`config.mk`:
```
export PLATFORM = sky130hd
export DESIGN_NAME = ifu_redirect_ctrl
export DESIGN_NICKNAME = d
export VERILOG_FILES = /design/src/rtl/ifu_redirect_ctrl.sv
export SDC_FILE = /design/constraint.sdc
export NUM_CORES = 1
export LEC_CHECK = 0
export BUFFER_PORTS_ARGS = -buffer_cell sky130_fd_sc_hd__buf_2
export CORE_AREA = 5 5 152 154
export CTS_BUF_LIST = sky130_fd_sc_hd__clkbuf_8
export CTS_CLUSTER_DIAMETER = 40
export CTS_CLUSTER_SIZE = 30
export DETAILED_ROUTE_END_ITERATION = 16
export DIE_AREA = 0 0 157 159
export PLACE_DENSITY = 0.75
export SLEW_MARGIN = 20
export SYNTH_ARGS = -nofsm -noshare
export SYNTH_HDL_FRONTEND = slang
export SYNTH_SLANG_ARGS = --single-unit
```
`constraint.sdc`:
```
create_clock -name i_clk -period 7 [get_ports i_clk]
set_clock_uncertainty 0.15 [all_clocks]
set_input_delay 1.4 -clock i_clk [delete_from_list [all_inputs] [get_ports i_clk]]
set_output_delay 1.4 -clock i_clk [all_outputs]
set_load 0.03 [all_outputs]
```
`src/rtl/ifu_redirect_ctrl.sv`:
```
// Front-end redirect arbiter ahead of pcGen: boot wait, age-priority grant, stall-time latching and replay.
// Optional REDIRECT_PERF_EN adds EXU / front-end grant counters (ports read 0 when undefined).
//   state   | meaning
//   ST_BOOT | post-reset wait, o_stall held, redirects ignored
//   ST_RUN  | arbitrate live + pending redirects, latch under i_stall
module ifu_redirect_ctrl #(
  parameter int MXLEN     = 64,
  parameter int BOOT_WAIT = 4
) (
  input  logic             i_clk,
  input  logic             i_rst,
  input  logic             i_stall,
  input  logic             i_if0_redir_valid,
  input  logic             i_if1_redir_valid,
  input  logic             i_if2_redir_valid,
  input  logic             i_exu_redir_valid,
  input  logic [MXLEN-1:0] i_if0_redir_pc,
  input  logic [MXLEN-1:0] i_if1_redir_pc,
  input  logic [MXLEN-1:0] i_if2_redir_pc,
  input  logic [MXLEN-1:0] i_exu_redir_pc,
  output logic             o_pcIf0_RedirectArb_valid,
  output logic             o_pcIf1_RedirectArb_valid,
  output logic             o_pcIf2_RedirectArb_valid,
  output logic             o_pcExu_RedirectArb_valid,
  output logic [MXLEN-1:0] o_redir_pc,
  output logic             o_stall,
  output logic             o_flush_if0,
  output logic             o_flush_if1,
  output logic             o_flush_if2,
  output logic             o_busy,
  output logic [31:0]      o_perf_exu_cnt,
  output logic [31:0]      o_perf_fe_cnt
);

  typedef enum logic {ST_BOOT, ST_RUN} state_e;

  localparam logic [7:0] BOOT_LAST = 8'(BOOT_WAIT - 1);

  state_e           state_q, state_d;
  logic [7:0]       boot_cnt_q, boot_cnt_d;
  logic             pend_vld_q, pend_vld_d;
  logic [1:0]       pend_src_q, pend_src_d;
  logic [MXLEN-1:0] pend_pc_q, pend_pc_d;

  // Source index doubles as priority: 0=if0, 1=if1, 2=if2, 3=exu.
  logic [3:0]       live_v, cand_v, grant;
  logic [MXLEN-1:0] live_pc [4];
  logic [MXLEN-1:0] cand_pc [4];
  logic [1:0]       live_src, cand_src;
  logic [2:0]       flush;
  logic [MXLEN-1:0] redir_pc;
  logic             stall;

  function automatic logic [1:0] top_src(input logic [3:0] v);
    if (v[3]) return 2'd3;
    if (v[2]) return 2'd2;
    if (v[1]) return 2'd1;
    return 2'd0;
  endfunction

  assign live_v     = {i_exu_redir_valid, i_if2_redir_valid, i_if1_redir_valid, i_if0_redir_valid};
  assign live_pc[0] = i_if0_redir_pc;
  assign live_pc[1] = i_if1_redir_pc;
  assign live_pc[2] = i_if2_redir_pc;
  assign live_pc[3] = i_exu_redir_pc;

  // A live request from the same source as the pending one supersedes it.
  always_comb begin
    cand_v  = live_v;
    cand_pc = live_pc;
    if (pend_vld_q && !live_v[pend_src_q]) begin
      cand_v[pend_src_q]  = 1'b1;
      cand_pc[pend_src_q] = pend_pc_q;
    end
    live_src = top_src(live_v);
    cand_src = top_src(cand_v);
  end

  always_comb begin
    state_d    = state_q;
    boot_cnt_d = boot_cnt_q;
    pend_vld_d = pend_vld_q;
    pend_src_d = pend_src_q;
    pend_pc_d  = pend_pc_q;
    grant      = 4'b0;
    redir_pc   = '0;
    flush      = 3'b0;
    stall      = 1'b1;
    case (state_q)
      ST_BOOT: begin
        boot_cnt_d = boot_cnt_q + 8'd1;
        if (boot_cnt_q == BOOT_LAST) begin
          state_d    = ST_RUN;
          boot_cnt_d = 8'd0;
        end
      end
      ST_RUN: begin
        if (i_stall) begin
          if (|live_v && (!pend_vld_q || live_src >= pend_src_q)) begin
            pend_vld_d = 1'b1;
            pend_src_d = live_src;
            pend_pc_d  = live_pc[live_src];
          end
        end else begin
          stall      = 1'b0;
          pend_vld_d = 1'b0;
          if (|cand_v) begin
            grant    = 4'd1 << cand_src;
            redir_pc = cand_pc[cand_src];
            // Every stage younger than the winner gets killed.
            flush    = 3'((4'd1 << cand_src) - 4'd1);
          end
        end
      end
      default: state_d = ST_BOOT;
    endcase
  end

  always_ff @(posedge i_clk or posedge i_rst) begin
    if (i_rst) begin
      state_q    <= ST_BOOT;
      boot_cnt_q <= 8'd0;
      pend_vld_q <= 1'b0;
      pend_src_q <= 2'd0;
      pend_pc_q  <= '0;
    end else begin
      state_q    <= state_d;
      boot_cnt_q <= boot_cnt_d;
      pend_vld_q <= pend_vld_d;
      pend_src_q <= pend_src_d;
      pend_pc_q  <= pend_pc_d;
    end
  end

  assign o_pcIf0_RedirectArb_valid = grant[0];
  assign o_pcIf1_RedirectArb_valid = grant[1];
  assign o_pcIf2_RedirectArb_valid = grant[2];
  assign o_pcExu_RedirectArb_valid = grant[3];
  assign o_redir_pc  = redir_pc;
  assign o_stall     = stall;
  assign o_flush_if0 = flush[0];
  assign o_flush_if1 = flush[1];
  assign o_flush_if2 = flush[2];
  assign o_busy      = (state_q != ST_RUN) || pend_vld_q;

`ifdef REDIRECT_PERF_EN
  logic [31:0] perf_exu_q, perf_fe_q;

  always_ff @(posedge i_clk or posedge i_rst) begin
    if (i_rst) begin
      perf_exu_q <= 32'd0;
      perf_fe_q  <= 32'd0;
    end else begin
      if (grant[3])   perf_exu_q <= perf_exu_q + 32'd1;
      if (|grant[2:0]) perf_fe_q <= perf_fe_q + 32'd1;
    end
  end

  assign o_perf_exu_cnt = perf_exu_q;
  assign o_perf_fe_cnt  = perf_fe_q;
`else
  assign o_perf_exu_cnt = 32'd0;
  assign o_perf_fe_cnt  = 32'd0;
`endif

endmodule

```
==> impl_metrics.tcl, run 1 <==
set metrics [dict create \
    die_w_um 157 \
    wl_mm 31.6 \
    async_reset_ff_frac 1.00 \
    cts_setup_buffers 0 \
    grt_max_degree 130 \
    finalPower_mw 1.80 \
    antenna_found_initial 2 \
    fin_crit_ns 5.49 \
    finalMaxSlewViolations 0 \
    ir_drop_v 0.0000681 \
    drtPass1Iterations 6 \
    power.density_nw_per_um2 168 \
    p_seq_frac 0.343 \
    crit_start "i_if1_redir_valid" \
    drive_gt1_frac 0.437 \
    cts_hold_buf 0 \
    gr-total-overflow 0 \
    synth_edf_count 0 \
    core_um2 21600 \
    switching_share 0.391 \
    synth_cell_types 56 \
    avgViaCountPerCell 5.79 \
    syn_area_um2 8980 \
    synth_top_area_frac 0.212 \
    place_inst 1573 \
    power_frac_clock 0.199 \
    finalSetupViolCount 0 \
    synth.avg_cell_area_um2 8.61 \
    root_buffer "clkbuf_8" \
    synth_most_common_cell "nand2_1" \
    r2r-end "pend_pc_q[38]" \
    rsz0062_at_grt "no" \
    finalSetupTns_ns 0 \
    numCtsBuffers 9 \
    ios 400 \
    finalCritPeriodShare 0.785 \
    start_util 0.417 \
    final_nets 1570 \
    pre_cts_ws_ns 1.51 \
    ys_top_cells_by_count "nand2_1 (188), mux2_2 (90), dfrtp_1 (76), o21ai_0 (67), buf_4 (65)" \
    path_clk_slew_ns 0.08 \
    synth_ff_type "dfrtp_1" \
    path_class "primary input to primary output" \
    synth_seq_cells 76 \
    yosysSeqAreaShare 0.212 \
    worstHoldStart "boot_cnt_q[7]" \
    reg2reg_depth 5 \
    startpoint_type "primary input" \
    cts_tree "built" \
    rows 54 \
    gp_congestion 0.872 \
    endpoint_kind "primary output" \
    drtIter0Drc 714 \
    critPathArrivalTime_ns 3.94 \
    whs_endpoint "boot_cnt_q[7]" \
    grt_pass1_vias 9332 \
    clock_path_buffers 2 \
    synth.largest_area_cell "dfrtp_1" \
    power_leakage_nw 5.21 \
    vias 9212 \
    ys_warn_count 0 \
    ys_top_cells_by_area "dfrtp_1 (21%), mux2_2 (11%), nand2_1 (7.9%)" \
    die_height_um 159 \
    worst_pin_slew_ns 1.03 \
    place_hpwl_mm 22.7 \
    syn_inst 1043 \
    pwr-share-comb 0.458 \
    status "completed" \
    stdcell_count 1590 \
    wl_per_cell_um 19.9 \
    r2r_slack_ns 3.90 \
    final_hold_viol_count 0 \
    antenna_left 0 \
    syn2layout_area_growth_pct 19.2 \
    track_usage 0.238 \
    setup_slack_ns 1.51 \
    hp-class "flop to flop" \
    insertion_delay_ns 0.36 \
    htreeDepth 3 \
    crit_required_ns 5.45 \
    slew_headroom 0.312 \
    fmax_mhz 182 \
    portBuffers 335 \
    die_area_um2 25000 \
    drcViolationCount 0 \
    maxCapViolCount 0 \
    intPower_mw 1.09 \
    grt_pass1_wl_mm 49.1 \
    r2r_start "pend_src_q[0]" \
    min_path_cells 1 \
    post_cts_resized 0 \
    clock-sinks 76 \
    cp_max_fo 40 \
    netSwitchingPower_mw 0.702 \
]
## stage by stage
stage	hold WS, ns	area, µm²	util
global route	0.342	10700	0.497
global placement	0.318	10500	0.487
floorplan	0.296	9220	-
detailed placement	0.319	10500	0.487
finish	0.332	10700	0.497
CTS	0.336	10700	0.496
## sequential cells by signal, indices dropped and copies added (netlist names)
| register | cells |
|---|---|
| boot_cnt_q | 8 |
| pend_pc_q | 64 |
| pend_src_q | 2 |
| pend_vld_q | 1 |
| state_q | 1 |
## power by group through the flow
stage	Combinational (mW)	Sequential, mW	Clock [mW]
global placement	0.804	0.617	0
finish	0.823	0.617	0.357
detailed placement	0.821	0.618	0
floorplan	0.635	0.590	0
global route	0.883	0.628	0.384
CTS	0.823	0.613	0.372
## kinds of logic (layout without fill, tap and decap cells)
| group | Yosys count | count (layout) | synth area share |
|---|---|---|---|
| flops | 76 | 76 | 0.212 |
| compound gates | 281 | 281 | 0.265 |
| simple gates | 307 | 307 | 0.155 |
| xor+xnor | 5 | 5 | 0.00487 |
| fa+ha+maj | 3 | 3 | 0.00418 |
| mux | 192 | 192 | 0.248 |
| buf+inv | 178 | 381 | 0.112 |
| other cells | 1 | 65 | 0.000417 |
## metal layers
layer  track usage  up-vias  routed length (µm)
li1              -     4288                   -
met1         0.295     4418               12500
met2         0.420      447               15800
met3        0.0334       57                2520
met4        0.0844        2                 733
met5             0        -                  13
## worst max-delay path, stage by stage
cell	delay (ns)
buf_4	0.49
a21oi_1	0.17
or2_1	0.28
nand2b_2	0.66
buf_4	0.46
o2111a_1	0.27
buf_2	0.18
## area by class of cell
| cell class | count | area [µm²] |
|---|---|---|
| diodes | 1 | 2.50 |
| clock buffers | 11 | 151 |
| clock inverters | 5 | 52.6 |
| fillers | 2038 | 10800 |
| inverters | 11 | 45.0 |
| multi-input cells | 852 | 6370 |
| flip-flops and latches | 76 | 1900 |
| well taps | 280 | 350 |
| repair buffers | 354 | 1830 |
## worst max-delay path by stage
stage	endpoint	depth (start not counted)
after floorplan	o_redir_pc[40]	5
after global placement	o_redir_pc[25]	7
after detailed placement	o_redir_pc[25]	7
after CTS	o_redir_pc[25]	7
after global routing	o_redir_pc[9]	7
final	o_redir_pc[25]	7
## placed cells by master (no fill, tap or decap), types with 5 or more instances in the layout
master and n:
buf_2 333, nand2_1 187, mux2_2 90, dfrtp_1 76, o21ai_0 67, mux2i_1 64
nand3_1 64, conb_1 64, o21bai_1 62, o221a_2 59, o2111a_1 59, mux2_4 38
buf_4 19, inv_1 11, nor2_1 11, clkbuf_8 11, nand2b_1 7, nor2b_1 6
or2_2 5, a21oi_1 5
No activity file was read; power rests on OpenSTA's default activity.
==> run 2, diff against run 1 <==
CORE_AREA = 5 5 153 155   (was 5 5 152 154)
DIE_AREA = 0 0 158 160   (was 0 0 157 159)
PLACE_DENSITY = 0.74   (was 0.75)
clock period = 5.52 ns   (was 7 ns; I/O delays follow)
==> impl_metrics.tcl, run 2 (synthesis gave the netlist of run 1 again) <==
set metrics [dict create \
    antenna_left 0 \
    drcViolationCount 0 \
    area.sequential_um2 1900 \
    final_hold_viol_count 0 \
    hp-class "flop to flop" \
    setup_slack_ns 0.722 \
    critPathArrivalTime_ns 3.54 \
    wl_mm 32.4 \
    crit_required_ns 4.27 \
    drive_gt1_frac 0.441 \
    largest_reg_flops 64 \
    endpoint_kind "primary output" \
    intPower_mw 1.38 \
    timing.critical_path.buf_inv 4 \
    startpoint_type "primary input" \
    stdcell_count 1594 \
    multi_input_area_um2 6370 \
    finalPower_mw 2.28 \
    cts_tree "built" \
    finalSetupTns_ns 0 \
    fmax_mhz 208 \
    die_height_um 160 \
    reg2reg_depth 6 \
    clock_path_buffers 2 \
    path_clk_slew_ns 0.09 \
    final_common_cell "buf_2" \
    top_register "pend_pc_q" \
    whs_endpoint "boot_cnt_q[6]" \
    power_frac_clock 0.197 \
    worst_path_dominant_cell_family "buffers and inverters" \
    track_usage 0.245 \
    layout_common_cells "buf_2 (333), nand2_1 (187), mux2_2 (90), dfrtp_1 (76), o21ai_0 (67)" \
    placed_cell_area_um2 10500 \
    path_class "primary input to primary output" \
    r2r_start "pend_src_q[1]" \
    status "completed" \
    place_hpwl_mm 23.6 \
    avgViaCountPerCell 5.83 \
    numCtsBuffers 9 \
    top_regs "pend_pc_q x64, boot_cnt_q x8, pend_src_q x2" \
    cts_setup_buffers 0 \
    r2r_slack_ns 2.86 \
    r2r-end "pend_pc_q[62]" \
    pre_cts_ws_ns 0.716 \
    ir_drop_v 0.000104 \
    portBuffers 335 \
    cp_slowest_stage_delay_ns 0.48 \
    power_leakage_nw 5.23 \
    grt_pass1_vias 9530 \
    drtIter0Drc 728 \
    fin_crit_ns 4.80 \
    vias 9300 \
    worstHoldStart "boot_cnt_q[6]" \
    gr-total-overflow 0 \
    rows 54 \
    cts_hold_buf 0 \
    core_um2 21700 \
    slew_headroom 0.308 \
    finalMaxSlewViolations 0 \
    syn2layout_area_growth_pct 19.6 \
    antenna_cells 0 \
    insertion_delay_ns 0.36 \
    grt_max_degree 66 \
    clock-sinks 76 \
    final_nets 1575 \
    rsz0062_at_grt "no" \
    pwr-share-comb 0.461 \
    start_util 0.414 \
    netSwitchingPower_mw 0.897 \
    cp_slowest_cell "buf_4" \
    n_fill_cell 2114 \
    min_path_cells 1 \
    path_cells "buf_4, buf_4, nor4_1, a21oi_4, buf_4, o221a_2, o2111a_1, buf_2" \
    switching_share 0.394 \
    drtPass1Iterations 5 \
    post_cts_resized 0 \
    htreeDepth 3 \
    design_area_um2 10700 \
    power.density_nw_per_um2 212 \
    crit_path_frequent_cell "buf_4" \
    p_seq_frac 0.342 \
    wl_per_cell_um 20.3 \
    die_area_um2 25300 \
    finalCritPeriodShare 0.869 \
    cp_max_fo 29 \
    antenna_found_initial 1 \
    grt_pass1_wl_mm 50.5 \
    worst_pin_slew_ns 1.04 \
    finalSetupViolCount 0 \
    root_buffer "clkbuf_8" \
    place_inst 1578 \
    gp_congestion 0.916 \
    die_w_um 158 \
    maxCapViolCount 0 \
    ios 400 \
]
-- run 2: changes by cell type in the layout (fill, tap and decap cells not counted), moves of 2 or more --
cell	change
buf_4	+6
clkinv_2	+2
inv_1	-2
buf_6	-2
-- run 2: cell type report --
class	instances	share of cell area
Multi-Input combinational cell	852	0.593
Sequential cell	76	0.177
Timing Repair Buffer	359	0.174
Tap cell	280	0.0326
Clock buffer	10	0.0128
Clock inverter	6	0.00594
Inverter	11	0.00419
-- run 2: power groups by stage --
stage	clock, mW	combinational (mW)	sequential [mW]
2_1_floorplan	0	0.805	0.748
3_3_place_gp	0	1.03	0.778
3_5_place_dp	0	1.04	0.784
4_1_cts	0.468	1.05	0.777
5_1_grt	0.490	1.12	0.795
6_report	0.449	1.05	0.779
-- run 2: worst max path at each step --
stage                      to  slack, ns  cells after the start              start
4_1_cts         o_redir_pc[2]       0.76                      8  i_if1_redir_valid
3_3_place_gp   o_redir_pc[23]       0.81                      7  i_if2_redir_valid
3_5_place_dp   o_redir_pc[23]       0.72                      7  i_if2_redir_valid
6_report        o_redir_pc[2]       0.72                      8  i_if1_redir_valid
5_1_grt        o_redir_pc[23]       0.64                      7  i_if1_redir_valid
2_1_floorplan  o_redir_pc[40]       0.78                      5  i_if1_redir_valid
-- run 2: per-stage QoR --
step / hold WS (ns) / utilization
floorplan: 0.296 / -
global placement: 0.317 / 0.486
detailed placement: 0.335 / 0.486
CTS: 0.353 / 0.495
global route: 0.369 / 0.495
finish: 0.352 / 0.495
-- run 2: routing by layer --
metal	global-route usage	wire length, µm	up-vias
met1	0.309	12900	4440
met4	0.0807	697	2
met5	0	7	-
met3	0.0360	2950	52
li1	-	-	4301
met2	0.427	15900	505
==> run 3, diff against run 2 <==
==> constraint.sdc (replaced) <==
create_clock -name i_clk -period 5.52 [get_ports i_clk]
set_clock_uncertainty 0.15 [all_clocks]
set_input_delay 0.552 -clock i_clk [delete_from_list [all_inputs] [get_ports i_clk]]
set_output_delay 0.552 -clock i_clk [all_outputs]
set_load 0.03 [all_outputs]
==> impl_metrics.tcl, run 3 (synthesis gave the netlist of run 1 again) <==
set metrics [dict create \
    status "completed" \
    clock-sinks 76 \
    root_buffer "clkbuf_8" \
    n_fill_cell 2093 \
    finalMaxSlewViolations 0 \
    setup_slack_ns 1.46 \
    antenna_left 0 \
    power_leakage_nw 5.22 \
    fin_crit_ns 4.06 \
    finalCritPeriodShare 0.736 \
    cts_hold_buf 0 \
    drtIter0Drc 694 \
    grt_pass1_vias 9503 \
    drive_gt1_frac 0.437 \
    antenna_found_initial 3 \
    fmax_mhz 246 \
    final_hold_viol_count 0 \
    vias 9293 \
    largest_reg_flops 64 \
    gp_congestion 0.879 \
    cts_tree "built" \
    die_height_um 160 \
    grt_max_degree 77 \
    endpoint_kind "primary output" \
    numCtsBuffers 9 \
    crit_required_ns 4.82 \
    layout_common_cells "buf_2 (333), nand2_1 (187), mux2_2 (90), dfrtp_1 (76), o21ai_0 (67)" \
    htreeDepth 3 \
    antenna_cells 0 \
    area.sequential_um2 1900 \
    start_util 0.414 \
    pre_cts_ws_ns 1.55 \
    place_hpwl_mm 22.8 \
    syn2layout_area_growth_pct 19.3 \
    post_cts_resized 0 \
    core_um2 21700 \
    drcViolationCount 0 \
    cp_max_fo 39 \
    cts_setup_buffers 0 \
    path_clk_slew_ns 0.09 \
    die_area_um2 25300 \
    path_class "flop to primary output" \
    rows 54 \
    top_regs "pend_pc_q x64, boot_cnt_q x8, pend_src_q x2" \
    portBuffers 335 \
    top_register "pend_pc_q" \
    drtPass1Iterations 6 \
    final_common_cell "buf_2" \
    insertion_delay_ns 0.36 \
    slew_headroom 0.247 \
    critPathArrivalTime_ns 3.36 \
    rsz0062_at_grt "no" \
    multi_input_area_um2 6370 \
    startpoint_type "flop" \
    finalSetupViolCount 0 \
    maxCapViolCount 0 \
    grt_pass1_wl_mm 50.0 \
    gr-total-overflow 0 \
    clock_path_buffers 2 \
    final_nets 1569 \
    die_w_um 158 \
    worst_pin_slew_ns 1.13 \
    finalSetupTns_ns 0 \
    avgViaCountPerCell 5.85 \
    ir_drop_v 0.000105 \
    wl_per_cell_um 20.6 \
    ios 400 \
    wl_mm 32.7 \
    track_usage 0.244 \
    power.density_nw_per_um2 212 \
    hp-class "primary input to async pin" \
]
[run 3: cell count changes in the layout (fill, tap and decap cells not counted), sizes merged]
| cell | change |
|---|---|
| clkinvlp | -1 |
| clkbuf | -1 |
| buf | -6 |
| clkinv | +1 |
| inv | +1 |
[run 3: worst max-delay path: stages, from the launching register on]
cell	delay, ns
dfrtp_1	0.63
nand2_1	0.25
a211oi_4	0.96
buf_4	0.61
o21bai_1	0.17
o2111a_1	0.17
buf_2	0.18
[run 3: power by group]
| part | internal (mW) | switching [mW] |
|---|---|---|
| clock | 0.208 | 0.232 |
| combinational | 0.484 | 0.566 |
| sequential | 0.676 | 0.104 |
| total | 1.37 | 0.902 |
[run 3: area by class of cell]
| type | instances | share of cell area |
|---|---|---|
| Multi-Input combinational cell | 852 | 0.594 |
| Sequential cell | 76 | 0.177 |
| Timing Repair Buffer | 353 | 0.174 |
| Tap cell | 280 | 0.0327 |
| Clock buffer | 9 | 0.0116 |
| Clock inverter | 7 | 0.00642 |
| Inverter | 11 | 0.00420 |
[run 3: worst paths after layout]
path,start,endpoint,slack [ns],cells past startpoint
worst min register to register,boot_cnt_q[7],boot_cnt_q[7],0.33,1
worst max-delay path,pend_vld_q,o_redir_pc[24],1.46,6
worst min-delay path,i_rst,pend_pc_q[6],0.25,3
worst max register to register,pend_src_q[0],pend_pc_q[62],2.90,5
max in group asynchronous,i_rst,pend_pc_q[36],4.47,3
min in group i_clk,boot_cnt_q[7],boot_cnt_q[7],0.33,1
[run 3: stage by stage]
step	cell area, µm²	utilization	power (mW)	std cells	hold slack [ns]
floorplan	9220	-	1.55	1106	0.296
global placement	10500	0.483	1.81	1570	0.316
detailed placement	10500	0.485	1.83	1572	0.319
CTS	10700	0.494	2.29	1588	0.335
global route	10700	0.494	2.40	1588	0.300
finish	10700	0.494	2.27	1588	0.251
[run 3: per-layer routing]
metal  routed length (µm)  vias up  GRT usage
met3                 2650       53     0.0363
met5                   33        -          0
li1                     -     4292          -
met1                13000     4482      0.298
met2                16300      460      0.434
met4                  656        6     0.0838
